==> src/rtl/icache_pkg.sv <==
// Shared parameters, FSM state type and address-field helpers for the
// direct-mapped instruction cache.
package icache_pkg;
  localparam int unsigned ADDR_W = 16;
  localparam int unsigned DATA_W = 16;
  localparam int unsigned IDX_W  = 4;
  localparam int unsigned OFF_W  = 2;
  localparam int unsigned TAG_W  = ADDR_W - IDX_W - OFF_W;
  localparam int unsigned LINES  = 2 ** IDX_W;
  localparam int unsigned WORDS  = 2 ** OFF_W;
  localparam int unsigned CNT_W  = 16;

  typedef enum logic {
    IDLE = 1'b0,
    FILL = 1'b1
  } state_t;

  function automatic logic [OFF_W-1:0] addr_off(input logic [ADDR_W-1:0] a);
    return a[OFF_W-1:0];
  endfunction

  function automatic logic [IDX_W-1:0] addr_idx(input logic [ADDR_W-1:0] a);
    return a[OFF_W +: IDX_W];
  endfunction

  function automatic logic [TAG_W-1:0] addr_tag(input logic [ADDR_W-1:0] a);
    return a[ADDR_W-1 -: TAG_W];
  endfunction
endpackage

==> src/rtl/icache_if.sv <==
// Fetch-side and memory-side signals of the instruction cache.
// The master modport is the cache's view; slave is the surrounding pipeline/memory.
interface icache_if;
  import icache_pkg::*;

  logic [ADDR_W-1:0] pc_addr;
  logic              i_rd;
  logic              flush;
  logic [DATA_W-1:0] instr;
  logic              i_rdy;
  logic              mem_req;
  logic [ADDR_W-1:0] mem_addr;
  logic [DATA_W-1:0] mem_rdata;
  logic              mem_ack;
  logic [CNT_W-1:0]  miss_cnt;

  modport master (
    input  pc_addr, i_rd, flush, mem_rdata, mem_ack,
    output instr, i_rdy, mem_req, mem_addr, miss_cnt
  );

  modport slave (
    output pc_addr, i_rd, flush, mem_rdata, mem_ack,
    input  instr, i_rdy, mem_req, mem_addr, miss_cnt
  );
endinterface

==> src/rtl/icache_array.sv <==
// Valid/tag/data storage: one combinational read port, one word write port,
// a tag+valid write and a global valid clear. Only valid bits are reset.
module icache_array
  import icache_pkg::*;
(
  input  logic              clk,
  input  logic              rst,
  input  logic [IDX_W-1:0]  rd_idx,
  input  logic [OFF_W-1:0]  rd_off,
  output logic              rd_valid_c,
  output logic [TAG_W-1:0]  rd_tag_c,
  output logic [DATA_W-1:0] rd_data_c,
  input  logic              wr_en,
  input  logic [IDX_W-1:0]  wr_idx,
  input  logic [OFF_W-1:0]  wr_off,
  input  logic [DATA_W-1:0] wr_data,
  input  logic              tag_we,
  input  logic [TAG_W-1:0]  wr_tag,
  input  logic              set_valid,
  input  logic              clr_all
);
  logic [LINES-1:0]  valid_q;
  logic [TAG_W-1:0]  tag_q  [LINES];
  logic [DATA_W-1:0] data_q [LINES][WORDS];

  // Clear is applied first so a same-edge set on a completed fill still lands.
  always_ff @(posedge clk or posedge rst) begin
    if (rst) begin
      valid_q <= '0;
    end else begin
      if (clr_all) valid_q <= '0;
      if (set_valid) valid_q[wr_idx] <= 1'b1;
    end
  end

  always_ff @(posedge clk) begin
    if (wr_en)  data_q[wr_idx][wr_off] <= wr_data;
    if (tag_we) tag_q[wr_idx] <= wr_tag;
  end

  assign rd_valid_c = valid_q[rd_idx];
  assign rd_tag_c   = tag_q[rd_idx];
  assign rd_data_c  = data_q[rd_idx][rd_off];
endmodule

==> src/rtl/icache_ctrl.sv <==
// Direct-mapped I-cache controller: zero-latency hit path, 4-word line refill
// over a req/ack memory port, flush handling and a saturating miss counter.
module icache_ctrl
  import icache_pkg::*;
(
  input logic      clk,
  input logic      rst,
  icache_if.master bus
);
  state_t            state_q, state_d;
  logic [ADDR_W-1:0] fill_addr_q, fill_addr_d;
  logic [ADDR_W-1:0] mem_addr_q, mem_addr_d;
  logic [OFF_W-1:0]  wcnt_q, wcnt_d;
  logic              flush_pend_q, flush_pend_d;
  logic              mem_req_q, mem_req_d;
  logic [CNT_W-1:0]  miss_cnt_q, miss_cnt_d;

  logic              rd_valid_c;
  logic [TAG_W-1:0]  rd_tag_c;
  logic [DATA_W-1:0] rd_data_c;
  logic              hit_c;
  logic              wr_en_c, tag_we_c, set_valid_c;

  icache_array u_array (
    .clk        (clk),
    .rst        (rst),
    .rd_idx     (addr_idx(bus.pc_addr)),
    .rd_off     (addr_off(bus.pc_addr)),
    .rd_valid_c (rd_valid_c),
    .rd_tag_c   (rd_tag_c),
    .rd_data_c  (rd_data_c),
    .wr_en      (wr_en_c),
    .wr_idx     (addr_idx(fill_addr_q)),
    .wr_off     (wcnt_q),
    .wr_data    (bus.mem_rdata),
    .tag_we     (tag_we_c),
    .wr_tag     (addr_tag(fill_addr_q)),
    .set_valid  (set_valid_c),
    .clr_all    (bus.flush)
  );

  assign hit_c = rd_valid_c && (rd_tag_c == addr_tag(bus.pc_addr));

  always_ff @(posedge clk or posedge rst) begin
    if (rst) begin
      state_q      <= IDLE;
      fill_addr_q  <= '0;
      mem_addr_q   <= '0;
      wcnt_q       <= '0;
      flush_pend_q <= 1'b0;
      mem_req_q    <= 1'b0;
      miss_cnt_q   <= '0;
    end else begin
      state_q      <= state_d;
      fill_addr_q  <= fill_addr_d;
      mem_addr_q   <= mem_addr_d;
      wcnt_q       <= wcnt_d;
      flush_pend_q <= flush_pend_d;
      mem_req_q    <= mem_req_d;
      miss_cnt_q   <= miss_cnt_d;
    end
  end

  always_comb begin
    state_d      = state_q;
    fill_addr_d  = fill_addr_q;
    mem_addr_d   = mem_addr_q;
    wcnt_d       = wcnt_q;
    flush_pend_d = flush_pend_q;
    mem_req_d    = mem_req_q;
    miss_cnt_d   = miss_cnt_q;
    wr_en_c      = 1'b0;
    tag_we_c     = 1'b0;
    set_valid_c  = 1'b0;
    bus.i_rdy    = 1'b0;
    bus.instr    = '0;
    case (state_q)
      IDLE: begin
        flush_pend_d = 1'b0;
        if (!bus.i_rd) begin
          bus.i_rdy = 1'b1;
        end else if (hit_c) begin
          bus.i_rdy = 1'b1;
          bus.instr = rd_data_c;
        end else begin
          fill_addr_d = {addr_tag(bus.pc_addr), addr_idx(bus.pc_addr), OFF_W'(0)};
          mem_addr_d  = {addr_tag(bus.pc_addr), addr_idx(bus.pc_addr), OFF_W'(0)};
          wcnt_d      = '0;
          mem_req_d   = 1'b1;
          state_d     = FILL;
          if (miss_cnt_q != '1) miss_cnt_d = miss_cnt_q + CNT_W'(1);
        end
      end
      FILL: begin
        if (bus.flush) flush_pend_d = 1'b1;
        if (bus.mem_ack) begin
          wr_en_c = 1'b1;
          if (wcnt_q == '1) begin
            // A flush anywhere in this fill, including this cycle, leaves the line invalid.
            tag_we_c     = 1'b1;
            set_valid_c  = !flush_pend_q && !bus.flush;
            mem_req_d    = 1'b0;
            flush_pend_d = 1'b0;
            state_d      = IDLE;
          end else begin
            wcnt_d     = wcnt_q + OFF_W'(1);
            mem_addr_d = fill_addr_q | ADDR_W'(wcnt_d);
          end
        end
      end
    endcase
  end

  assign bus.mem_req  = mem_req_q;
  assign bus.mem_addr = mem_addr_q;
  assign bus.miss_cnt = miss_cnt_q;
endmodule

==> src/flat_wrapper.sv <==
// flat-port wrapper written by rule: the top's interface ports become plain ports
module icache_ctrl_flat import icache_pkg::*;
  (clk, rst, bus_pc_addr, bus_i_rd, bus_flush, bus_mem_rdata, bus_mem_ack, bus_instr, bus_i_rdy, bus_mem_req, bus_mem_addr, bus_miss_cnt);
  icache_if bus_i ();
  input logic clk;
  input logic rst;
  input wire logic [$bits(bus_i.pc_addr)-1:0] bus_pc_addr;
  input wire logic [$bits(bus_i.i_rd)-1:0] bus_i_rd;
  input wire logic [$bits(bus_i.flush)-1:0] bus_flush;
  input wire logic [$bits(bus_i.mem_rdata)-1:0] bus_mem_rdata;
  input wire logic [$bits(bus_i.mem_ack)-1:0] bus_mem_ack;
  output wire logic [$bits(bus_i.instr)-1:0] bus_instr;
  output wire logic [$bits(bus_i.i_rdy)-1:0] bus_i_rdy;
  output wire logic [$bits(bus_i.mem_req)-1:0] bus_mem_req;
  output wire logic [$bits(bus_i.mem_addr)-1:0] bus_mem_addr;
  output wire logic [$bits(bus_i.miss_cnt)-1:0] bus_miss_cnt;
  assign bus_i.pc_addr = bus_pc_addr;
  assign bus_i.i_rd = bus_i_rd;
  assign bus_i.flush = bus_flush;
  assign bus_i.mem_rdata = bus_mem_rdata;
  assign bus_i.mem_ack = bus_mem_ack;
  assign bus_instr = bus_i.instr;
  assign bus_i_rdy = bus_i.i_rdy;
  assign bus_mem_req = bus_i.mem_req;
  assign bus_mem_addr = bus_i.mem_addr;
  assign bus_miss_cnt = bus_i.miss_cnt;
  icache_ctrl u_core (.clk(clk), .rst(rst), .bus(bus_i));
endmodule
==> config.mk <==
export PLATFORM = sky130hd
export DESIGN_NAME = icache_ctrl_flat
export DESIGN_NICKNAME = d
export VERILOG_FILES = /design/src/rtl/icache_pkg.sv /design/src/rtl/icache_if.sv /design/src/rtl/icache_array.sv /design/src/rtl/icache_ctrl.sv /design/src/flat_wrapper.sv
export SDC_FILE = /design/constraint.sdc
export NUM_CORES = 1
export LEC_CHECK = 0
export ABC_CLOCK_PERIOD_IN_PS = 3850
export CAP_MARGIN = 20
export CORE_AREA = 2 2 406 408
export DETAILED_ROUTE_END_ITERATION = 16
export DIE_AREA = 0 0 408 410
export MAX_ROUTING_LAYER = met4
export PLACE_DENSITY = 0.54
export SYNTH_ARGS = -nofsm -noshare
export SYNTH_HDL_FRONTEND = slang
export SYNTH_SLANG_ARGS = --single-unit
==> constraint.sdc <==
create_clock -name clk -period 3.85 [get_ports clk]
set_clock_uncertainty 0.1 [all_clocks]
set_input_delay 0.5775 -clock clk [delete_from_list [all_inputs] [get_ports clk]]
set_output_delay 0.5775 -clock clk [all_outputs]
set_load 0.02 [all_outputs]
==> results of run 1 <==
## synthesized netlist by cell type, drive strengths merged (5+ instances only)
master / instances / area (um2)
mux2i: 29 / 290
nor2: 90 / 338
nand4: 13 / 81.3
inv: 22 / 82.6
mux2: 50 / 593
clkbuf: 51 / 191
edfxtp: 1184 / 35600
and3: 21 / 131
o22ai: 18 / 113
dfrtp: 65 / 1630
buf: 65 / 344
nand2: 22 / 98.9
nor2b: 11 / 68.8
ha: 5 / 62.6
xnor2: 17 / 149
a22oi: 8 / 60.1
o21ai: 5 / 28.8
mux4: 369 / 8310
nand3: 23 / 115
## flip-flops by register name (all words and copies together) (netlist names)
| name | count |
|---|---|
| u_core.u_array.data_q | 1024 |
| u_core.bus.mem_req | 1 |
| u_core.u_array.tag_q | 160 |
| u_core.bus.miss_cnt | 16 |
| u_core.flush_pend_q | 1 |
| u_core.wcnt_q | 1 |
| u_core.u_array.valid_q | 16 |
| u_core.fill_addr_q | 14 |
| u_core.bus.mem_addr | 15 |
| u_core.state_q | 1 |
## worst reg2reg max path: stages, from the launching register on
cell	delay, ns
edfxtp_1	0.38
mux4_2	0.48
mux4_2	0.51
xnor2_2	0.17
nand4_1	0.22
buf_4	0.21
nor4_4	0.29
buf_12	0.19
buf_4	0.14
o21ai_2	0.07
buf_12	0.16
mux2_1	0.32
## report_power, final
part	internal (mW)	leakage [nW]	switching, mW
clock	6.91	1.91	5.05
sequential	15.7	11.5	0.485
combinational	1.39	5.01	1.97
## final cells by class
type / instances / area (um2) / share of cell area
diodes: 10 / 25.0 / 0.000433
clock buffers: 139 / 3030 / 0.0524
clock inverters: 75 / 925 / 0.0160
inverters: 22 / 90.1 / 0.00156
multi-input cells: 724 / 10800 / 0.187
flip-flops and latches: 1249 / 37200 / 0.643
well taps: 2189 / 2740 / 0.0473
repair buffers: 302 / 3020 / 0.0521
## metal layers
metal	part of all wire	global-route usage	vias up
met4	0.032	0.0537	0
met3	0.067	0.0270	187
li1	-	-	9553
met2	0.48	0.237	796
met5	0	-	-
met1	0.42	0.194	12500
## repair_timing
action | in CTS | in global routing
setup buffers | 8 | 1
gates cloned | 4 | 0
pin swaps | 3 | 1
setup endpoints to repair | 25 | 17
resized for setup | 107 | 5
## worst max path at each step
stage / slack (ns) / endpoint / cells past startpoint
after floorplan: 0.03 / bus_instr[0] / 9
after global placement: -0.99 / bus_instr[5] / 9
after detailed placement: -1.09 / bus_instr[1] / 9
after CTS: -0.38 / bus_instr[1] / 9
after global routing: -0.44 / bus_instr[14] / 9
final: -0.35 / bus_instr[7] / 10
## cells by family after synthesis
logic type,Yosys count,synth area share
fa+ha+maj,5,0.00129
compound gates,51,0.00726
mux,448,0.189
flops,1249,0.765
simple gates,199,0.0201
buf+inv,138,0.0127
xor+xnor,21,0.00379
## through the flow
step	cell area, um2	utilization	hold slack (ns)
finish	57800	0.354	0.113
global route	57800	0.354	0.0908
CTS	57700	0.353	0.0810
detailed placement	53400	0.327	0.384
global placement	53400	0.326	0.376
floorplan	48800	-	0.371
==> metrics.yaml, run 1 <==
cp_num_buf_inv: 6
initial_core_util: 0.297
required_ns: 3.17
worst_pin_slew_ns: 1.05
clk_pin_slew_worst_paths_ns: 0.07
critical_path.max_stage_delay_ns: 0.59
final_common_cell: "edfxtp_1"
grt_max_degree: 65
holdCritPathClass: "input port to asynchronous set/reset pin"
yosysWarnings: 0
clk_path_buf_depth: 3
fmax_mhz: 238
cts-root-buf: "clkbuf_16"
fp-row-count: 149
powerDensity_nw_per_um2: 545
setup_slack_ns: -0.349
first_pass_iters: 6
end_kind: "output pin"
place_congestion: 0.814
power.total_mw: 31.5
htreeDepth: 3
critPathArrivalTime_ns: 3.52
reg2reg_depth: 11
place_ws_ns: -1.09
crit_top_cell: "mux4_2"
ff2ff_setup_slack_ns: 0.48
cp_slowest_cell: "mux4_2"
gr-usage-all-layers: 0.150
ant_nets: 0
synthArstFlopShare: 0.0520
clock_latency_ns: 0.73
fin_nets: 2456
finalSetupTns_ns: -5.17
grt.overflow.total: 0
crit_family: "multiplexers"
avgViaCountPerCell: 4.88
antenna_found_initial: 23
routedWlPerCell_um: 26.2
fin_crit_sh: 1.09
cts_buffers: 115
placed_cells: 4466
final_cells: 4710
p_leak_nw: 18.4
wirelength_mm: 123
syn-cell-area_um2: 48600
violations: "setup timing"
ios: 87
yosysUniqueCellTypes: 55
maxSlewViolCount: 0
dp_hpwl_mm: 76.2
synth.avg_cell_area_um2: 23.0
drv_cap: 0
final-setup-viol-count: 17
grt_pass1_vias: 24000
fin_crit_ns: 4.20
ys_dominant_reg_cell: "edfxtp_1"
n_fill_cell: 15000
cp-start-kind: "input port"
path_max_fanout: 31
clkSinkCount: 1249
relSlewSlack: 0.301
ir_drop_uv: 332
drt_iter0_drc: 2607
syn_to_final_growth_pct: 19.1
die_w_um: 408
grt_pass1_wl_mm: 175
core_um2: 163000
drive_gt1_frac: 0.344
drc_errors: 0
hold_violations: 0
r2r-start: "u_core.u_array.tag_q[15][5]$_DFFE_PP_"
synth_edf_count: 1184
rr_endpoint: "u_core.bus.mem_addr[4]$_DFFE_PP0P_"
io_buffers: 86
rsz0062_at_grt: "true"
startpoint: "bus_pc_addr[3]"
status: "complete, but fails checks"
cts_hold_buf: 0
vias: 23000
die_y_um: 410
synth-seq-cells: 1249
ys_seq_area_frac: 0.765
synth_nets: 2153
syn_inst: 2111
crit_path_cell_trace: "buf_8 -> buf_6 -> buf_12 -> buf_16 -> buf_16 -> mux4_2 -> mux4_2 -> mux4_2 -> and3_1 -> buf_6"
critPathKind: "input port to output pin"
layout_common_cells: "edfxtp_1 (1184), mux4_2 (369), buf_4 (180)"
cts_tree: "yes"
die_area_um2: 167000
Note: power is estimated with default switching activity, not from simulation.
==> run 2: changes to the inputs <==
--- a/config.mk
+++ b/config.mk
@@ -5,13 +5,14 @@
 export SDC_FILE = /design/constraint.sdc
 export NUM_CORES = 1
 export LEC_CHECK = 0
-export ABC_CLOCK_PERIOD_IN_PS = 3850
+export ABC_CLOCK_PERIOD_IN_PS = 4300
 export CAP_MARGIN = 20
 export CORE_AREA = 2 2 406 408
+export CTS_CLUSTER_DIAMETER = 60
 export DETAILED_ROUTE_END_ITERATION = 16
 export DIE_AREA = 0 0 408 410
 export MAX_ROUTING_LAYER = met4
-export PLACE_DENSITY = 0.54
+export PLACE_DENSITY = 0.52
 export SYNTH_ARGS = -nofsm -noshare
 export SYNTH_HDL_FRONTEND = slang
 export SYNTH_SLANG_ARGS = --single-unit
==> constraint.sdc (replaced) <==
create_clock -name clk -period 4.3 [get_ports clk]
set_clock_uncertainty 0.1 [all_clocks]
set_input_delay 0.645 -clock clk [delete_from_list [all_inputs] [get_ports clk]]
set_output_delay 0.645 -clock clk [all_outputs]
set_load 0.02 [all_outputs]
==> run 2 against run 1 <==
  * Critical endpoint is now bus_instr[8]
  * First-iteration DRC count is 0.73% higher
  * Largest cell class unchanged
  * The run now ends clean
  * Sequential share of layout area is 0.18 points lower
  * Final cell count is 0.15% lower
  * Clock power is 8% lower
  * Via count is 1.3% lower
  * Core utilization is 0.10 points higher
==> metrics.yaml, run 2 (same netlist as run 1, synthesis figures left out) <==
htreeDepth: 3
gr-usage-all-layers: 0.152
fmax_mhz: 235
switching_share: 0.238
grt_max_degree: 65
die_y_um: 410
drt_iter0_drc: 2626
drv_cap: 0
final-setup-viol-count: 0
syn_to_final_growth_pct: 19.4
dp_hpwl_mm: 74.2
crit_top_cell: "buf_12"
fin_crit_ns: 4.25
wirelength_mm: 125
p_seq_frac: 0.509
cts_tree: "yes"
path_max_fanout: 13
avgViaCountPerCell: 4.83
clk_path_buf_depth: 3
antenna_found_initial: 9
p_int_mw: 21.7
final_common_cell: "edfxtp_1"
ant_nets: 0
critPathKind: "input port to output pin"
finalSetupTns_ns: 0
place_congestion: 0.805
clkSinkCount: 1249
worst_pin_slew_ns: 0.871
reg_top3: "u_core.u_array.data_q (1024), u_core.u_array.tag_q (160)"
grt.overflow.total: 0
pwr-share-clk: 0.385
whs_ns: 0.191
crit_family: "multiplexers"
setup_slack_ns: 0.0513
fp-row-count: 149
fin_nets: 2449
grt_pass1_wl_mm: 177
die_area_um2: 167000
ff2ff_setup_slack_ns: 0.92
powerDensity_nw_per_um2: 492
placedInstanceArea_um2: 53300
routedWlPerCell_um: 26.5
core_um2: 163000
cp_num_buf_inv: 6
ios: 87
required_ns: 3.56
power.total_mw: 28.5
hold_violations: 0
maxSlewViolCount: 0
fin_area_um2: 58000
drive_gt1_frac: 0.349
crit_path_cell_trace: "buf_12 -> buf_16 -> buf_12 -> buf_12 -> buf_12 -> mux4_2 -> mux4_2 -> mux4_2 -> and3_1 -> buf_4"
cts-root-buf: "clkbuf_16"
largest_reg_flops: 1024
status: "completed"
end_kind: "output pin"
io_buffers: 86
ir_drop_uv: 319
layout_common_cells: "edfxtp_1 (1184), mux4_2 (369), buf_4 (158)"
p_comb_frac: 0.106
clock_latency_ns: 0.73
holdCritPathClass: "input port to register"
fin_crit_sh: 0.988
relSlewSlack: 0.419
vias: 22700
die_w_um: 408
p_leak_nw: 18.5
grt_pass1_vias: 23800
critPathArrivalTime_ns: 3.50
critical_path.max_stage_delay_ns: 0.55
initial_core_util: 0.297
regMostFlops: "u_core.u_array.data_q"
cp_slowest_cell: "mux4_2"
rsz0062_at_grt: "false"
cp-start-kind: "input port"
drc_errors: 0
clk_pin_slew_worst_paths_ns: 0.06
first_pass_iters: 5
p_sw_mw: 6.80
cts_hold_buf: 0
place_ws_ns: -0.658
cts_buffers: 119
-- run 2: changes by cell type in the layout (fill, tap and decap cells not counted), moves of 3 or more --
| cell | previous run | this run |
|---|---|---|
| clkdlybuf4s15_2 | 0 | 9 |
| nor2_2 | 12 | 28 |
| buf_4 | 180 | 158 |
| clkinvlp_4 | 9 | 5 |
| buf_6 | 14 | 6 |
| bufbuf_16 | 4 | 1 |
| diode_2 | 10 | 5 |
| nor2_1 | 78 | 62 |
| clkbuf_16 | 118 | 124 |
| buf_12 | 30 | 35 |
| clkinv_2 | 18 | 27 |
-- run 2: what timing repair did --
| action | CTS | global route |
|---|---|---|
| resized for setup | 64 | 13 |
| setup buffers | 5 | 6 |
| endpoints found under the setup margin | 17 | 15 |
| gates cloned | 2 | 2 |
| pin swaps | 2 | 2 |
-- run 2: path summary, 6_finish.rpt --
| path | startpoint | to | depth (start not counted) |
|---|---|---|---|
| setup / recovery | bus_pc_addr[2] | bus_instr[8] | 10 |
| hold / removal | bus_mem_rdata[5] | u_core.u_array.data_q[10][21]$_DFFE_PP_ | 1 |
| setup reg to reg | u_core.u_array.tag_q[13][5]$_DFFE_PP_ | u_core.fill_addr_q[7]$_DFFE_PP0P_ | 8 |
| hold reg to reg | u_core.bus.miss_cnt[8]$_DFFE_PP0P_ | u_core.bus.miss_cnt[8]$_DFFE_PP0P_ | 1 |
| max in group asynchronous | rst | u_core.u_array.valid_q[7]$_DFF_PP0_ | 4 |
| min in group asynchronous | rst | u_core.bus.mem_addr[8]$_DFFE_PP0P_ | 2 |
-- run 2: area by class of cell --
class	instances	area [um2]
Inverter	22	85.1
Tap cell	2189	2740
Clock buffer	143	3140
Multi-Input combinational cell	724	10900
Clock inverter	80	965
Antenna cell	5	12.5
Fill cell	15000	105000
Sequential cell	1249	37200
Timing Repair Buffer	291	3010
-- run 2: power groups by stage --
stage	Sequential (mW)	Combinational (mW)	Clock (mW)
final	14.5	3.04	11.0
after global routing	14.6	3.20	11.6
after CTS	14.5	3.05	11.2
after detailed placement	14.8	3.00	0
after global placement	14.7	2.96	0
after floorplan	14.7	1.51	0
-- run 2: stage by stage --
stage,utilization,cells
after global routing,0.355,4700
after detailed placement,0.326,4448
after floorplan,-,2111
final,0.355,4703
after global placement,0.326,4448
after CTS,0.353,4678
-- run 2: layer usage --
metal | global-route usage | wire length [um]
met5 | - | 0
met4 | 0.0464 | 3320
met3 | 0.0178 | 6130
met2 | 0.248 | 62500
met1 | 0.199 | 52800
==> run 3: changes to the inputs <==
--- a/config.mk
+++ b/config.mk
@@ -5,14 +5,16 @@
 export SDC_FILE = /design/constraint.sdc
 export NUM_CORES = 1
 export LEC_CHECK = 0
-export ABC_CLOCK_PERIOD_IN_PS = 4300
+export ABC_CLOCK_PERIOD_IN_PS = 3900
 export CAP_MARGIN = 20
-export CORE_AREA = 2 2 406 408
+export CORE_AREA = 2 2 408 410
 export CTS_CLUSTER_DIAMETER = 60
 export DETAILED_ROUTE_END_ITERATION = 16
-export DIE_AREA = 0 0 408 410
+export DIE_AREA = 0 0 410 412
 export MAX_ROUTING_LAYER = met4
-export PLACE_DENSITY = 0.52
+export PLACE_DENSITY = 0.54
+export SKIP_LAST_GASP = 1
 export SYNTH_ARGS = -nofsm -noshare
 export SYNTH_HDL_FRONTEND = slang
+export SYNTH_HIERARCHICAL = 1
 export SYNTH_SLANG_ARGS = --single-unit
==> constraint.sdc (replaced) <==
create_clock -name clk -period 3.9 [get_ports clk]
set_clock_uncertainty 0.1 [all_clocks]
set_input_delay 0.585 -clock clk [delete_from_list [all_inputs] [get_ports clk]]
set_output_delay 0.585 -clock clk [all_outputs]
set_load 0.02 [all_outputs]
==> run 3 against run 2 <==
  * The run now ends with setup timing left
  * Power rose by 11%
  * Sequential share of layout area is 0.52 points lower
  * Routed wire length grew 2.2%
  * Synthesized area is 0.83% higher
  * Critical endpoint is now bus_instr[11]
  * Highest routed layer unchanged
==> metrics.yaml, run 3 <==
placedInstanceArea_um2: 54000
path_max_fanout: 5
finalSetupTns_ns: -5.66
final-setup-viol-count: 17
fin_nets: 2731
clock_latency_ns: 0.75
synth_nets: 2382
place_congestion: 0.853
htreeDepth: 3
whs_ns: 0.00496
wirelength_mm: 127
vias: 24600
syn-cell-area_um2: 49000
die_area_um2: 169000
regMostFlops: "u_core/u_array/data_q"
startpoint: "u_core/u_array/tag_q[15][9]$_DFFE_PP_"
critical_path.max_stage_delay_ns: 0.55
reg_top3: "u_core/u_array/data_q (1024), u_core/u_array/tag_q (160)"
cts-root-buf: "clkbuf_16"
ys_seq_area_frac: 0.759
violations: "setup timing"
clkSinkCount: 1249
reg2reg_depth: 10
powerDensity_nw_per_um2: 539
ir_drop_uv: 407
wl_met1_mm: 54.5
synth-seq-cells: 1249
avgViaCountPerCell: 4.92
relSlewSlack: 0.309
io_buffers: 86
synth_top_area_share: 0.726
cp-start-kind: "register"
fin_area_um2: 58500
synth_edf_count: 1184
utilization: 0.356
grt.overflow.total: 0
maxSlewViolCount: 0
netlist_top_cells_count: "edfxtp_1 (1184), mux4_2 (266), mux2i_1 (126), nor2_1 (120), mux2_2 (70)"
routedWlPerCell_um: 25.5
synth.avg_cell_area_um2: 20.9
clk_pin_slew_worst_paths_ns: 0.06
required_ns: 3.21
ios: 87
p_comb_frac: 0.102
drive_gt1_frac: 0.312
layout_common_cells: "edfxtp_1 (1184), mux4_2 (266), buf_4 (229)"
first_pass_iters: 5
status: "complete, but fails checks"
fin_crit_ns: 4.27
largest_reg_flops: 1024
syn_to_final_growth_pct: 19.4
pwr-share-clk: 0.387
synthArstFlopShare: 0.0520
yosysUniqueCellTypes: 51
synth_area_leaders: "edfxtp_1 (73%), mux4_2 (12%), dfrtp_1 (3.3%)"
final_common_cell: "edfxtp_1"
switching_share: 0.244
ant_nets: 0
crit_path_cell_trace: "mux4_2 -> mux4_2 -> xnor2_2 -> nand4_1 -> or3_4 -> nor2_8 -> buf_12 -> buf_6 -> and2_4 -> buf_6"
power.total_mw: 31.5
p_int_mw: 23.9
p_sw_mw: 7.69
ff2ff_setup_slack_ns: 0.50
fin_crit_sh: 1.10
final_cells: 4991
die_y_um: 412
drc_errors: 0
gr-usage-all-layers: 0.154
yosysMostFrequentCell: "edfxtp_1"
worst_pin_slew_ns: 1.03
syn_inst: 2343
drt_iter0_drc: 2441
initial_core_util: 0.298
maxUsedRoutingLayer: "met4"
end_kind: "output pin"
p_seq_frac: 0.511
antenna_found_initial: 13
cts_tree: "yes"
place_ws_ns: -0.774
grt_max_degree: 69
grt_pass1_wl_mm: 184
core_um2: 164000
fp-row-count: 149
setup_slack_ns: -0.375
placed_cells: 4744
ys_dominant_reg_cell: "edfxtp_1"
p_leak_nw: 19.0
met2RoutedLength_mm: 62.9
dp_hpwl_mm: 79.7
yosys.area.top_type: "edfxtp_1"
r2r-start: "u_core/u_array/tag_q[15][9]$_DFFE_PP_"
rr_endpoint: "u_core/fill_addr_q[4]$_DFFE_PP0P_"
fmax_mhz: 234
cts_hold_buf: 0
clk_path_buf_depth: 3
wl_met3_mm: 7.24
die_w_um: 410
cts_buffers: 121
critPathKind: "register to output pin"
rsz0062_at_grt: "true"
grt_pass1_vias: 25300
hold_violations: 0
holdCritPathClass: "input port to asynchronous set/reset pin"
critPathArrivalTime_ns: 3.59
drv_cap: 0
cp_slowest_cell: "mux4_2"
yosysWarnings: 6
-- run 3: cell types whose count changed in the layout (fill, tap and decap cells not counted), sizes merged, moves of 17 or more --
cell,previous run,this run
a211oi,1,18
a22oi,8,48
and2,2,19
and3,21,0
buf,228,305
mux2,50,71
mux2i,29,126
mux4,369,266
nand2,22,54
nor2,90,122
o21ai,5,25
o22ai,18,40
-- run 3: timing repair --
item	CTS	global route
endpoints found under the setup margin	17	17
cloned	2	0
pin swaps	0	7
endpoints found under the hold margin	0	0
resized for setup	102	29
buffers inserted	6	3
-- run 3: cell families after synthesis --
| group | after synthesis | synth area share |
|---|---|---|
| buffers and inverters | 151 | 0.0190 |
| flip-flops | 1249 | 0.759 |
| AO/OA/AOI/OAI | 183 | 0.0268 |
| XOR/XNOR | 25 | 0.00447 |
| adder cells (fa/ha/maj) | 2 | 0.000511 |
| multiplexers | 463 | 0.164 |
| AND/OR/NAND/NOR | 270 | 0.0256 |
-- run 3: critical path: cells and delay by family, from the launching register on --
kind	cells	cell delay (ns)
buffers and inverters	3	0.35
DFF	1	0.37
muxes	2	1.02
and+or+nand+nor	4	0.93
xor gates and xnor gates	1	0.17
-- run 3: cell type report --
type	count	area, um2
diodes	6	15.0
clock buffers	134	3130
clock inverters	93	1060
fillers	15000	106000
inverters	22	82.6
multi-input cells	943	11000
flip-flops and latches	1249	37200
well taps	2189	2740
repair buffers	355	3290
-- run 3: worst max-delay path by stage --
stage | depth (start not counted) | slack (ns) | endpoint
detailed placement | 10 | -0.77 | bus_instr[3]
finish | 10 | -0.37 | bus_instr[11]
CTS | 9 | -0.44 | bus_instr[8]
floorplan | 13 | -0.06 | bus_instr[10]
global route | 10 | -0.55 | bus_instr[5]
global placement | 11 | -0.78 | bus_instr[2]
-- run 3: power by group through the flow --
stage / sequential [mW] / clock (mW) / combinational, mW
final: 16.1 / 12.2 / 3.22
after global routing: 16.2 / 13.0 / 3.40
after CTS: 16.1 / 12.5 / 3.23
after detailed placement: 16.4 / 0 / 3.19
after global placement: 16.3 / 0 / 3.14
after floorplan: 16.3 / 0 / 1.61
-- run 3: layer usage --
layer / vias up / GRT usage
met2: 783 / 0.250
met4: 0 / 0.0434
li1: 10400 / -
met1: 13200 / 0.201
met5: - / -
met3: 166 / 0.0240
